File: src/rtl/panel_pkg.sv
// panel_pkg: shared constants and types for the front-panel button logic
package panel_pkg;
  localparam int BTN_SPLIT = 0;
  localparam int BTN_MODE = 1;
  localparam int BTN_START = 2;
  localparam int NUM_BUTTONS = 3;
  typedef enum logic [1:0] {IDLE, HELD, LONG} hold_state_t;
endpackage

File: src/rtl/button_channel.sv
// button_channel: synchronize, debounce and classify one push-button into event pulses
module button_channel
  import panel_pkg::*;
#(
  parameter int DEBOUNCE_CYCLES = 4,
  parameter int LONG_PRESS_CYCLES = 200,
  parameter int REPEAT_CYCLES = 20
) (
  input  logic clk,
  input  logic rst_n,
  input  logic raw,
  output logic level,
  output logic press,
  output logic rel,
  output logic long_press,
  output logic rep
);
  localparam int DB_W = $clog2(DEBOUNCE_CYCLES + 1);
  localparam int HOLD_W = $clog2(LONG_PRESS_CYCLES + 1);
  localparam int REP_W = REPEAT_CYCLES > 0 ? $clog2(REPEAT_CYCLES + 1) : 1;
  localparam logic [DB_W-1:0] DB_LAST = DB_W'(DEBOUNCE_CYCLES - 1);
  localparam logic [HOLD_W-1:0] HOLD_LAST = HOLD_W'(LONG_PRESS_CYCLES - 1);
  localparam logic [HOLD_W-1:0] HOLD_MAX = HOLD_W'(LONG_PRESS_CYCLES);
  localparam logic [REP_W-1:0] REP_LAST = REP_W'(REPEAT_CYCLES > 0 ? REPEAT_CYCLES - 1 : 0);

  logic [1:0] sync;
  logic stable;
  logic [DB_W-1:0] db_cnt;
  hold_state_t state, state_n;
  logic [HOLD_W-1:0] hold_cnt, hold_n;
  logic [REP_W-1:0] rep_cnt, rep_n;
  logic press_n, rel_n, long_n, rep_p_n;

  // two-flop synchronizer for the asynchronous raw input
  always_ff @(posedge clk)
    sync <= !rst_n ? 2'b00 : {sync[0], raw};

  // accept a new level only after DEBOUNCE_CYCLES consecutive mismatching samples
  always_ff @(posedge clk)
    if (!rst_n) begin
      stable <= 1'b0;
      db_cnt <= '0;
    end else if (sync[1] == stable) begin
      db_cnt <= '0;
    end else if (db_cnt == DB_LAST) begin
      stable <= !stable;
      db_cnt <= '0;
    end else begin
      db_cnt <= db_cnt + 1'b1;
    end

  // hold FSM: press/release on accepted edges, long press after the hold time, then repeats
  always_comb begin
    state_n = state;
    hold_n = hold_cnt;
    rep_n = rep_cnt;
    press_n = 1'b0;
    rel_n = 1'b0;
    long_n = 1'b0;
    rep_p_n = 1'b0;
    if (state == IDLE) begin
      state_n = stable ? HELD : IDLE;
      press_n = stable;
      hold_n = '0;
    end else if (!stable) begin
      state_n = IDLE;
      rel_n = 1'b1;
      hold_n = '0;
      rep_n = '0;
    end else if (state == HELD) begin
      state_n = hold_cnt == HOLD_LAST ? LONG : HELD;
      long_n = hold_cnt == HOLD_LAST;
      rep_n = '0;
      hold_n = hold_cnt == HOLD_MAX ? hold_cnt : hold_cnt + 1'b1;
    end else if (REPEAT_CYCLES != 0) begin
      rep_p_n = rep_cnt == REP_LAST;
      rep_n = rep_cnt == REP_LAST ? '0 : rep_cnt + 1'b1;
    end
  end

  // state, counters and every output update together so all pulses are registered
  always_ff @(posedge clk)
    if (!rst_n) begin
      state <= IDLE;
      hold_cnt <= '0;
      rep_cnt <= '0;
      level <= 1'b0;
      press <= 1'b0;
      rel <= 1'b0;
      long_press <= 1'b0;
      rep <= 1'b0;
    end else begin
      state <= state_n;
      hold_cnt <= hold_n;
      rep_cnt <= rep_n;
      level <= stable;
      press <= press_n;
      rel <= rel_n;
      long_press <= long_n;
      rep <= rep_p_n;
    end
endmodule

File: src/rtl/button_conditioner.sv
// button_conditioner: independent conditioning channels for the three front-panel buttons
module button_conditioner
  import panel_pkg::*;
#(
  parameter int DEBOUNCE_CYCLES = 4,
  parameter int LONG_PRESS_CYCLES = 200,
  parameter int REPEAT_CYCLES = 20
) (
  input  logic                   clockSignal,
  input  logic                   resetN,
  input  logic [NUM_BUTTONS-1:0] buttonRaw,
  output logic [NUM_BUTTONS-1:0] buttonLevel,
  output logic [NUM_BUTTONS-1:0] pressPulse,
  output logic [NUM_BUTTONS-1:0] releasePulse,
  output logic [NUM_BUTTONS-1:0] longPressPulse,
  output logic [NUM_BUTTONS-1:0] repeatPulse
);
  generate
    for (genvar i = 0; i < NUM_BUTTONS; i++) begin : g_ch
      button_channel #(
        .DEBOUNCE_CYCLES(DEBOUNCE_CYCLES),
        .LONG_PRESS_CYCLES(LONG_PRESS_CYCLES),
        .REPEAT_CYCLES(REPEAT_CYCLES)
      ) u_ch (
        .clk(clockSignal),
        .rst_n(resetN),
        .raw(buttonRaw[i]),
        .level(buttonLevel[i]),
        .press(pressPulse[i]),
        .rel(releasePulse[i]),
        .long_press(longPressPulse[i]),
        .rep(repeatPulse[i])
      );
    end
  endgenerate
endmodule

File: config.mk
export PLATFORM = sky130hd
export DESIGN_NAME = button_conditioner
export DESIGN_NICKNAME = d
export VERILOG_FILES = /design/src/rtl/panel_pkg.sv /design/src/rtl/button_channel.sv /design/src/rtl/button_conditioner.sv
export SDC_FILE = /design/constraint.sdc
export NUM_CORES = 1
export LEC_CHECK = 0
export ABC_AREA = 1
export CAP_MARGIN = 20
export CELL_PAD_IN_SITES_DETAIL_PLACEMENT = 0
export CELL_PAD_IN_SITES_GLOBAL_PLACEMENT = 1
export CORE_MARGIN = 10
export CORE_UTILIZATION = 45
export DETAILED_ROUTE_END_ITERATION = 7
export DONT_BUFFER_PORTS = 1
export MAX_ROUTING_LAYER = met4
export PLACE_DENSITY = 0.85
export SYNTH_ARGS = -nofsm -noshare
export SYNTH_HDL_FRONTEND = slang
export SYNTH_SLANG_ARGS = --single-unit
File: constraint.sdc
create_clock -name clockSignal -period 1.4 [get_ports clockSignal]
set_input_delay 0.14 -clock clockSignal [delete_from_list [all_inputs] [get_ports clockSignal]]
set_output_delay 0.14 -clock clockSignal [all_outputs]
set_load 0.01 [all_outputs]
==> metrics.md, run 1 <==
| Metric | Value |
|---|---|
| WP data required | `1630 ps` |
| HP Class | `primary input to flip-flop` |
| CP Capture Type | `flip-flop` |
| Core footprint | `7770 um^2` |
| FP Rows | `32` |
| Final setup fails | `0` |
| I/O pins | `20` |
| Area leader, netlist | `dfxtp_1` |
| Drt drc | `0` |
| Chip height | `110 um` |
| Syn Area/Cell | `7.46 um^2` |
| Number of fill cells in the layout | `787` |
| Endpoint of the worst register-to-register path | `g_ch[2].u_ch.hold_cnt[1]$_SDFFE_PP0P_` |
| Area of the die | `12000 um^2` |
| Reg2reg path depth | `8` |
| Asr flop ratio synth | `0%` |
| Setup repair after global routing missed its margin | `true` |
| Tot Pwr | `3.82 mW` |
| FF/Latch Area | `1570 um^2` |
| Worst VDD drop | `0.494 mV` |
| Hold Path End | `g_ch[1].u_ch.level$_SDFF_PN0_` |
| CTS tree | `built` |
| Vias per std cell | `4.74` |
| Reg-to-Reg Start | `g_ch[2].u_ch.hold_cnt[0]$_SDFFE_PP0P_` |
| PwrDens | `975 nW/um^2` |
| # placed instances | `571` |
| Post-route insts no fill | `596` |
| Total number of vias | `2824` |
| Num CTS Buffers | `9` |
| Syn Nets | `506` |
| WHS Path Cells | `2` |
| H-tree levels | `3` |
| GPL Wtd Cong | `0.792` |
| Max-slew headroom | `68.4%` |
| Area of the multi-input gates | `1680 um^2` |
| Syn-to-layout area delta | `8.15%` |
| Primary FF master, synth | `dfxtp_1` |
| Global-route wire length before repair | `11400 um` |
| Post-synthesis register bit count | `78` |
| Placed Instance Area | `3630 um^2` |
| DRT Pass-1 Iters | `4` |
| Wire per inst | `10.8 um` |
| CP Launch Type | `flip-flop` |
| Max Freq | `782 MHz` |
| Routed Antenna Nets | `0` |
| Largest net degree at the start of global routing | `14` |
| CTS max path bufs | `2` |
| Final WL | `6460 um` |
| Clk_lat worst skew | `340 ps` |
| N_diodes | `0` |
| Initial Util | `46.6%` |
| Crit path max fanout | `4` |
| LEAKAGE | `1.50 nW` |
| Overall routing resource usage | `11.8%` |
| Period minus WS final | `1280 ps` |
| Vias in the first global route | `2636` |
| Final worst-path cycle share | `91.3%` |
| Finished Core Util | `50.5%` |
| Status | `finished clean` |
| Slew at the pin closest to its max-slew limit | `474 ps` |
| EDFF count, synth | `0` |
| Critical path class | `flip-flop to flip-flop` |
| CTS clk-pin slew, worst paths | `80 ps` |
| Clock sink total | `78` |
| Initial antenna violation count | `0` |
| Grt ovf | `0` |
| Synth top area share | `43.1%` |
| Mapped Cells | `486` |
| Endpoints failing hold | `0` |
| Syn. warnings | `0` |
| Top post-synthesis cells by area | `dfxtp_1, nand2_1, nor2_1` |
| Reg-to-reg slack, setup | `120 ps` |
| Hold wc startpoint | `resetN` |
| Post-Syn Area | `3620 um^2` |
| Post-DP HPWL | `4540 um` |
| Final clock skew | `4.74 ps` |
| Die Span X | `110 um` |
| Maxcap violations | `0` |
| Initial DRC Count | `87` |
| Root Buffer | `clkbuf_8` |
| Final layout net count | `509` |
| Total setup buffers inserted after CTS | `0` |
| Register area share after synthesis | `43.1%` |
| Synth unique cells | `30` |
| Arrival @ worst endpoint | `1510 ps` |
| Layout cells sized above 1 | `11.9%` |
| Slew Limit Fails | `0` |
| Setup TNS | `0 ps` |
| Fin area | `3920 um^2` |
| PortBufs | `0` |
-- through the flow --
step / setup slack (ps) / hold slack (ps)
3_3_place_gp: 127 / 242
2_1_floorplan: 215 / 238
4_1_cts: 3.67 / 1.11
6_report: 122 / 12.0
3_5_place_dp: 58.0 / 245
5_1_grt: -2.88 / 18.6
-- power breakdown --
group / leakage, nW / switching (mW) / internal [mW]
combinational: 0.769 / 0.0228 / 0.0230
sequential: 0.631 / 0.00519 / 2.23
clock: 0.0995 / 0.802 / 0.741
-- cell type report --
cell class | instances | area share [%]
clock buffers | 11 | 3.86
well taps | 102 | 3.26
clock inverters | 5 | 0.830
multi-input cells | 322 | 42.8
inverters | 66 | 6.32
flip-flops and latches | 78 | 39.9
repair buffers | 12 | 2.94
-- logic make-up (layout without fill, tap and decap cells) --
kind of cell    Yosys count  after routing  share of synthesized area [%]
fa+ha+maj                15             15                           5.18
buf+inv                  86             94                           10.9
xor+xnor                 10             10                           2.42
flops                    78             78                           43.1
compound gates           68             68                           10.7
simple gates            229            229                           27.7
-- routing by layer --
layer,GRT usage (%),share of wire (%),up-vias,routed length (um)
met5,-,0,-,0
met4,5.20,1.8,0,116
met3,2.69,2.9,9,189
met2,19.3,47,28,3030
met1,13.7,48,1251,3130
li1,-,-,1536,-
-- registers in the layout (all words and copies together) (netlist names) --
signal	flops
g_ch.u_ch.rep	3
g_ch.u_ch.long_press	3
g_ch.u_ch.stable	3
g_ch.u_ch.rel	3
g_ch.u_ch.level	3
g_ch.u_ch.press	3
g_ch.u_ch.db_cnt	9
g_ch.u_ch.hold_cnt	24
g_ch.u_ch.rep_cnt	15
g_ch.u_ch.sync	6
g_ch.u_ch.state	6
-- how the worst max path moves through the flow --
| stage | end | depth (start not counted) | start | slack (ps) |
|---|---|---|---|---|
| 2_1_floorplan | g_ch[1].u_ch.hold_cnt[1]$_SDFFE_PP0P_ | 8 | g_ch[1].u_ch.hold_cnt[0]$_SDFFE_PP0P_ | 220 |
| 3_3_place_gp | g_ch[1].u_ch.state[1]$_SDFFE_PN0P_ | 5 | g_ch[1].u_ch.hold_cnt[1]$_SDFFE_PP0P_ | 130 |
| 3_5_place_dp | g_ch[0].u_ch.hold_cnt[0]$_SDFFE_PP0P_ | 7 | g_ch[0].u_ch.hold_cnt[0]$_SDFFE_PP0P_ | 60 |
| 4_1_cts | g_ch[2].u_ch.hold_cnt[2]$_SDFFE_PP0P_ | 5 | resetN | 4 |
| 5_1_grt | g_ch[2].u_ch.hold_cnt[2]$_SDFFE_PP0P_ | 7 | g_ch[2].u_ch.hold_cnt[0]$_SDFFE_PP0P_ | -3 |
| 6_report | g_ch[2].u_ch.hold_cnt[1]$_SDFFE_PP0P_ | 8 | g_ch[2].u_ch.hold_cnt[0]$_SDFFE_PP0P_ | 120 |
-- cell usage after synthesis, drive strengths merged (2+ instances only) --
master and instances:
o211ai 3, nand4 6, ha 15, dfxtp 78
xor2 9, nand2 118, nor2 68, buf 19
nor3 11, a21oi 41, o21ai 19, a31oi 2
nand3 26, inv 66
-- timing repair --
item,CTS,global route
endpoints found under the hold margin,20,0
hold buffers,9,0
resized for setup,0,7
setup endpoints to repair,0,22
-- cells in the final DEF, fill, tap and decap left out, types with 2 or more instances in the layout --
master,n
inv_1,55
ha_1,14
o211ai_1,3
dfxtp_2,3
buf_4,3
nor2_2,4
nand2_4,2
nor2_1,60
nor3_1,10
o21ai_1,4
dlygate4sd3_1,8
nand3_1,26
dfxtp_1,75
a21oi_2,6
nand4_1,6
clkinv_2,3
nand2_2,6
clkbuf_8,11
nand2_1,109
xor2_1,9
a21oi_1,35
o21ai_0,15
inv_2,11
nor2_4,4
-- worst max-delay path, cell delays in order, from the launching register on --
cell,delay [ps]
dfxtp_1,380
inv_1,90
ha_1,200
nand3_1,90
inv_1,40
nand2_1,90
nand2_1,110
o21ai_1,140
nor2_1,50
No activity file was read; power rests on OpenSTA's default activity.
==> run 2: changes to the inputs <==
- MAX_ROUTING_LAYER: met4 -> default
==> run 2 against run 1 <==
Net effect:
- power about the same
- first-iteration DRC count increased by 2.3%
- sequential power about the same
- die area unchanged
- maximum frequency unchanged
- clock skew about the same
- design area unchanged
- highest routed layer unchanged
==> metrics.md, run 2 (synthesis gave the netlist of run 1 again) <==
| Metric | Value |
|---|---|
| Status | `finished clean (unchanged)` |
| Endpoint of the worst register-to-register path | `g_ch[2].u_ch.hold_cnt[1]$_SDFFE_PP0P_ (unchanged)` |
| WHS Path Cells | `2 (unchanged)` |
| Core footprint | `7770 um^2 (unchanged)` |
| Met3 Usage GRT | `3.04% (was 2.69%)` |
| Area of the die | `12000 um^2 (unchanged)` |
| FP Rows | `32 (unchanged)` |
| Arrival @ worst endpoint | `1510 ps (about the same)` |
| Hold wc startpoint | `resetN (unchanged)` |
| Slew Limit Fails | `0 (unchanged)` |
| Worst VDD drop | `0.494 mV (about the same)` |
| Wire per inst | `10.9 um (was 10.8 um)` |
| Syn-to-layout area delta | `8.15% (unchanged)` |
| CTS max path bufs | `2 (unchanged)` |
| Initial antenna violation count | `0 (unchanged)` |
| Largest net degree at the start of global routing | `14 (unchanged)` |
| Final clock skew | `4.72 ps (was 4.74 ps)` |
| Slew at the pin closest to its max-slew limit | `478 ps (was 474 ps)` |
| PwrDens | `975 nW/um^2 (about the same)` |
| CTS tree | `built (unchanged)` |
| Total number of vias | `2828 (was 2824)` |
| Overall routing resource usage | `11.5% (was 11.8%)` |
| Clk_lat worst skew | `340 ps (about the same)` |
| Clock sink total | `78 (unchanged)` |
| N_diodes | `0 (unchanged)` |
| I/O pins | `20 (unchanged)` |
| Routed Antenna Nets | `0 (unchanged)` |
| CP Launch Type | `flip-flop (unchanged)` |
| Largest regs | `g_ch.u_ch.hold_cnt: 24 flops, g_ch.u_ch.rep_cnt: 15 flops, g_ch.u_ch.db_cnt: 9 flops (unchanged)` |
| Commonest non-fill, non-tap cells in the layout | `nand2_1, dfxtp_1, nor2_1 (unchanged)` |
| Reg-to-reg slack, setup | `120 ps (about the same)` |
| Post-DP HPWL | `4540 um (unchanged)` |
| Initial Util | `46.6% (unchanged)` |
| Endpoints failing hold | `0 (unchanged)` |
| Max Freq | `782 MHz (unchanged)` |
| Final layout net count | `509 (unchanged)` |
| Post-route setup slack | `122 ps (unchanged)` |
| LEAKAGE | `1.50 nW (unchanged)` |
| Vias in the first global route | `2636 (unchanged)` |
| Final worst-path cycle share | `91.3% (unchanged)` |
| Crit path max fanout | `4 (unchanged)` |
| Placement Setup Slack | `58.0 ps (unchanged)` |
| Drt drc | `0 (unchanged)` |
| Met1 track demand over resource | `13.5% (was 13.7%)` |
| Max-slew headroom | `68.2% (was 68.4%)` |
| Die Span X | `110 um (unchanged)` |
| Root Buffer | `clkbuf_8 (unchanged)` |
| Setup repair after global routing missed its margin | `true (unchanged)` |
| Global-route wire length before repair | `11400 um (unchanged)` |
| HP Class | `primary input to flip-flop (unchanged)` |
| H-tree levels | `3 (unchanged)` |
| Maxcap violations | `0 (unchanged)` |
| Max reg flops | `24 (unchanged)` |
| Initial DRC Count | `89 (was 87)` |
| DRT Pass-1 Iters | `4 (unchanged)` |
| Tot Pwr | `3.82 mW (about the same)` |
| CP Capture Type | `flip-flop (unchanged)` |
| Commonest non-fill, non-tap cell in the layout | `nand2_1 (unchanged)` |
| Vias per std cell | `4.74 (about the same)` |
| Hold Worst Slack | `11.4 ps (was 12.0 ps)` |
| PortBufs | `0 (unchanged)` |
| Reg-to-Reg Start | `g_ch[2].u_ch.hold_cnt[0]$_SDFFE_PP0P_ (unchanged)` |
| Setup TNS | `0 ps (unchanged)` |
| Largest reg by FF count | `g_ch.u_ch.hold_cnt (unchanged)` |
| Layout cells sized above 1 | `11.9% (unchanged)` |
| Finished Core Util | `50.5% (unchanged)` |
| Period minus WS final | `1280 ps (unchanged)` |
| Critical path class | `flip-flop to flip-flop (unchanged)` |
| CTS clk-pin slew, worst paths | `80 ps (about the same)` |
| WP data required | `1640 ps (was 1630 ps)` |
| Chip height | `110 um (unchanged)` |
| Grt ovf | `0 (unchanged)` |
| GPL Wtd Cong | `0.782 (was 0.792)` |
| Final WL | `6480 um (was 6460 um)` |
| Num CTS Buffers | `9 (unchanged)` |
| GR peak layer | `met2 (unchanged)` |
| Reg2reg path depth | `8 (unchanged)` |
| Met2 usage | `19.3% (unchanged)` |
| Hold Path End | `g_ch[1].u_ch.level$_SDFF_PN0_ (unchanged)` |
| Final setup fails | `0 (unchanged)` |
-- run 2: cell counts in the layout (fill, tap and decap cells not counted) --
No cell type changed its count.
-- run 2: metrics by stage --
stage / area (um^2) / cells
detailed placement: 3630 / 571
global placement: 3630 / 571
floorplan: 3620 / 486
finish: 3920 / 596
global route: 3920 / 596
CTS: 3900 / 596
-- run 2: worst max-delay path: stages (launching register included) --
cell     delay [ps]
dfxtp_1         380
inv_1            90
ha_1            200
nand3_1          90
inv_1            40
nand2_1          90
nand2_1         110
o21ai_1         140
nor2_1           50
-- run 2: worst max-delay path by stage --
stage,end,slack (ps),cells past startpoint,from
floorplan,g_ch[1].u_ch.hold_cnt[1]$_SDFFE_PP0P_,220,8,g_ch[1].u_ch.hold_cnt[0]$_SDFFE_PP0P_
global placement,g_ch[1].u_ch.state[1]$_SDFFE_PN0P_,130,5,g_ch[1].u_ch.hold_cnt[1]$_SDFFE_PP0P_
detailed placement,g_ch[0].u_ch.hold_cnt[0]$_SDFFE_PP0P_,60,7,g_ch[0].u_ch.hold_cnt[0]$_SDFFE_PP0P_
CTS,g_ch[2].u_ch.hold_cnt[2]$_SDFFE_PP0P_,4,5,resetN
global route,g_ch[2].u_ch.hold_cnt[2]$_SDFFE_PP0P_,-3,7,g_ch[2].u_ch.hold_cnt[0]$_SDFFE_PP0P_
finish,g_ch[2].u_ch.hold_cnt[1]$_SDFFE_PP0P_,120,8,g_ch[2].u_ch.hold_cnt[0]$_SDFFE_PP0P_
-- run 2: layer usage --
layer	up-vias	wire length, um
li1	1535	-
met5	-	0
met4	0	119
met3	10	240
met2	25	3030
met1	1258	3080
-- run 2: what timing repair did --
action	CTS	global route
endpoints found under the hold margin	20	0
buffers inserted	0	0
resized for setup	0	7
hold buffers	9	0
setup endpoints to repair	0	22
-- run 2: area by class of cell --
class,count,area [um^2]
repair buffers,12,115
flip-flops and latches,78,1570
well taps,102,128
inverters,66,248
clock inverters,5,32.5
fillers,787,3850
multi-input cells,322,1680
clock buffers,11,151
-- run 2: report_power, final --
| group | internal, mW | switching [mW] | leakage, nW |
|---|---|---|---|
| Clock | 0.741 | 0.803 | 0.0995 |
| Sequential | 2.23 | 0.00520 | 0.631 |
| Combinational | 0.0230 | 0.0228 | 0.769 |
==> run 3: changes to the inputs <==
- MAX_ROUTING_LAYER: default -> met4
- clock period: 1.4 -> 1.35 ns (I/O delays scaled with it)
==> run 3 against run 2 <==
Net effect:
- clock power increased by 38%
- the run now ends with negative hold slack left
- sequential cell count is the same
- critical path type unchanged
- setup slack got worse by 36 ps
- design area is 4.2% higher
- maximum frequency up 1.1%
- largest cell class unchanged
- via count increased by 3.3%
- sequential power rose by 4%
==> metrics.md, run 3 (synthesis gave the netlist of run 1 again) <==
| Metric | Value |
|---|---|
| Reg-to-Reg Start | `g_ch[0].u_ch.hold_cnt[0]$_SDFFE_PP0P_ (was g_ch[2].u_ch.hold_cnt[0]$_SDFFE_PP0P_)` |
| Finished Core Util | `52.6% (was 50.5%)` |
| Largest regs | `g_ch.u_ch.hold_cnt: 24 flops, g_ch.u_ch.rep_cnt: 15 flops, g_ch.u_ch.db_cnt: 9 flops (unchanged)` |
| Period minus WS final | `1260 ps (was 1280 ps)` |
| H-tree levels | `3 (unchanged)` |
| Endpoint of the worst register-to-register path | `g_ch[0].u_ch.hold_cnt[0]$_SDFFE_PP0P_ (was g_ch[2].u_ch.hold_cnt[1]$_SDFFE_PP0P_)` |
| Switching power total | `0.880 mW (was 0.831 mW)` |
| Placement Setup Slack | `31.0 ps (was 58.0 ps)` |
| N_diodes | `0 (unchanged)` |
| Critical path's largest stage delay | `360 ps (was 380 ps)` |
| FF/Latch Area | `1570 um^2 (about the same)` |
| Largest net degree at the start of global routing | `24 (was 14)` |
| PortBufs | `0 (unchanged)` |
| Hold buffer count at cts | `16 (was 9)` |
| Worst setup endpoint | `g_ch[0].u_ch.hold_cnt[0]$_SDFFE_PP0P_ (was g_ch[2].u_ch.hold_cnt[1]$_SDFFE_PP0P_)` |
| Vias per std cell | `4.84 (was 4.74)` |
| Crit path max fanout | `7 (was 4)` |
| Slew Limit Fails | `0 (unchanged)` |
| Max Freq | `791 MHz (was 782 MHz)` |
| Global-route wire length before repair | `11600 um (was 11400 um)` |
| Routed Antenna Nets | `0 (unchanged)` |
| Final setup fails | `0 (unchanged)` |
| Endpoints failing hold | `17 (was 0)` |
| LEAKAGE | `1.56 nW (was 1.50 nW)` |
| Max reg flops | `24 (unchanged)` |
| Post-route insts no fill | `604 (was 596)` |
| CTS clk-pin slew, worst paths | `80 ps (about the same)` |
| Final WL | `6680 um (was 6480 um)` |
| Worst VDD drop | `0.646 mV (was 0.494 mV)` |
| Final worst-path cycle share | `93.6% (was 91.3%)` |
| Reg-to-reg slack, setup | `90 ps (was 120 ps)` |
| CP Launch Point | `g_ch[0].u_ch.hold_cnt[0]$_SDFFE_PP0P_ (was g_ch[2].u_ch.hold_cnt[0]$_SDFFE_PP0P_)` |
| Die Span X | `110 um (unchanged)` |
| Commonest non-fill, non-tap cells in the layout | `nand2_1, dfxtp_1, nor2_1 (unchanged)` |
| Violated checks | `negative hold slack` |
| Arrival @ worst endpoint | `1550 ps (was 1510 ps)` |
| Core footprint | `7770 um^2 (unchanged)` |
| CP Cell Sequence | `inv_1 -> ha_1 -> nand3_1 -> nor2_1 -> nor2_4 -> nand2_1 -> a21oi_1 (was inv_1 -> ha_1 -> nand3_1 -> inv_1 -> nand2_1 -> nand2_1 -> o21ai_1 -> nor2_1)` |
| Initial Util | `46.6% (unchanged)` |
| Vias in the first global route | `2699 (was 2636)` |
| Maxcap violations | `0 (unchanged)` |
| # placed instances | `572 (was 571)` |
| Commonest non-fill, non-tap cell in the layout | `nand2_1 (unchanged)` |
| Setup TNS | `0 ps (unchanged)` |
| Layout cells sized above 1 | `14.7% (was 11.9%)` |
| DRT Pass-1 Iters | `4 (unchanged)` |
| CTS tree | `built (unchanged)` |
| Final layout net count | `517 (was 509)` |
| Combinational share of power | `0.9% (was 1.2%)` |
| HP Class | `primary input to flip-flop (unchanged)` |
| Hold Worst Slack | `-92.5 ps (was 11.4 ps)` |
| Area of the multi-input gates | `1700 um^2 (was 1680 um^2)` |
| CP Capture Type | `flip-flop (unchanged)` |
| CTS max path bufs | `2 (unchanged)` |
| Largest reg by FF count | `g_ch.u_ch.hold_cnt (unchanged)` |
| Total number of vias | `2921 (was 2828)` |
| Slew at the pin closest to its max-slew limit | `366 ps (was 478 ps)` |
| Overall routing resource usage | `12.2% (was 11.5%)` |
| Fin area | `4080 um^2 (was 3920 um^2)` |
| PwrDens | `1100 nW/um^2 (was 975 nW/um^2)` |
| Wire per inst | `11.1 um (was 10.9 um)` |
| Num CTS Buffers | `9 (unchanged)` |
| CP Launch Type | `flip-flop (unchanged)` |
| Final clock skew | `7.48 ps (was 4.72 ps)` |
| Critical path class | `flip-flop to flip-flop (unchanged)` |
| Reg2reg path depth | `7 (was 8)` |
| WP data required | `1640 ps (about the same)` |
| Syn-to-layout area delta | `12.7% (was 8.15%)` |
| I/O pins | `20 (unchanged)` |
| Placed Instance Area | `3630 um^2 (about the same)` |
| Post-DP HPWL | `4610 um (was 4540 um)` |
| Max-slew headroom | `75.6% (was 68.2%)` |
| WHS Path Cells | `2 (unchanged)` |
| Tot Pwr | `4.49 mW (was 3.82 mW)` |
| GPL Wtd Cong | `0.809 (was 0.782)` |
| Switch share | `19.6% (was 21.7%)` |
| Drt drc | `0 (unchanged)` |
| Grt ovf | `0 (unchanged)` |
| FP Rows | `32 (unchanged)` |
| Initial antenna violation count | `0 (unchanged)` |
| Internal power | `3.61 mW (was 2.99 mW)` |
| Flop pwr share | `51.6% (was 58.4%)` |
| Clk_lat worst skew | `360 ps (was 340 ps)` |
| Status | `complete, but fails checks (was finished clean)` |
| Chip height | `110 um (unchanged)` |
| Root Buffer | `clkbuf_8 (unchanged)` |
| Initial DRC Count | `84 (was 89)` |
| Number of fill cells in the layout | `770 (was 787)` |
| Clock sink total | `78 (unchanged)` |
| Post-route setup slack | `85.8 ps (was 122 ps)` |
| Area of the die | `12000 um^2 (unchanged)` |
| Clock network fraction of total power | `47.5% (was 40.4%)` |
| Critical-path top delay cell | `dfxtp_2 (was dfxtp_1)` |
-- run 3: layout make-up --
type / count / area share [%]
timing repair buffer: 20 / 4.66
inverter: 66 / 6.07
clock buffer: 10 / 3.37
sequential: 78 / 38.5
multi-input combinational: 322 / 41.6
clock inverter: 6 / 2.67
tap: 102 / 3.12
-- run 3: metal layers --
layer,vias up,wire length (um),GRT usage [%]
li1,1558,-,-
met1,1324,3140,13.8
met2,27,3220,19.6
met3,12,179,3.10
met4,0,140,6.41
met5,-,0,-
-- run 3: power by group through the flow --
| stage | sequential, mW | combinational, mW | clock, mW |
|---|---|---|---|
| after CTS | 2.31 | 0.0392 | 2.19 |
| after global routing | 2.32 | 0.0452 | 2.28 |
| after floorplan | 2.37 | 0.0264 | 0 |
| after global placement | 2.37 | 0.0223 | 0 |
| after detailed placement | 2.37 | 0.0229 | 0 |
| final | 2.31 | 0.0386 | 2.13 |
-- run 3: worst min path at each step --
stage	start	to	slack, ps
floorplan	buttonRaw[0]	g_ch[0].u_ch.sync[0]$_SDFF_PN0_	230
global placement	resetN	g_ch[0].u_ch.sync[1]$_SDFF_PN0_	230
detailed placement	buttonRaw[0]	g_ch[0].u_ch.sync[0]$_SDFF_PN0_	240
global route	resetN	g_ch[0].u_ch.rep_cnt[0]$_SDFFE_PN0N_	-100
finish	resetN	g_ch[1].u_ch.stable$_SDFFE_PN0P_	-90
CTS	resetN	g_ch[1].u_ch.rep_cnt[3]$_SDFFE_PN0N_	-100
-- run 3: repair_timing --
item,in CTS,in global routing
endpoints found under the setup margin,0,27
buffers inserted,0,0
resized for setup,0,20
hold endpoints to repair,31,14
-- run 3: critical path, delay by kind of cell (launching register included) --
| family | cells | cell delay (ps) |
|---|---|---|
| AOI/OAI and AO/OA | 1 | 120 |
| adders and majority gates | 1 | 200 |
| buffers and inverters | 1 | 60 |
| DFF | 1 | 360 |
| and+or+nand+nor | 4 | 470 |
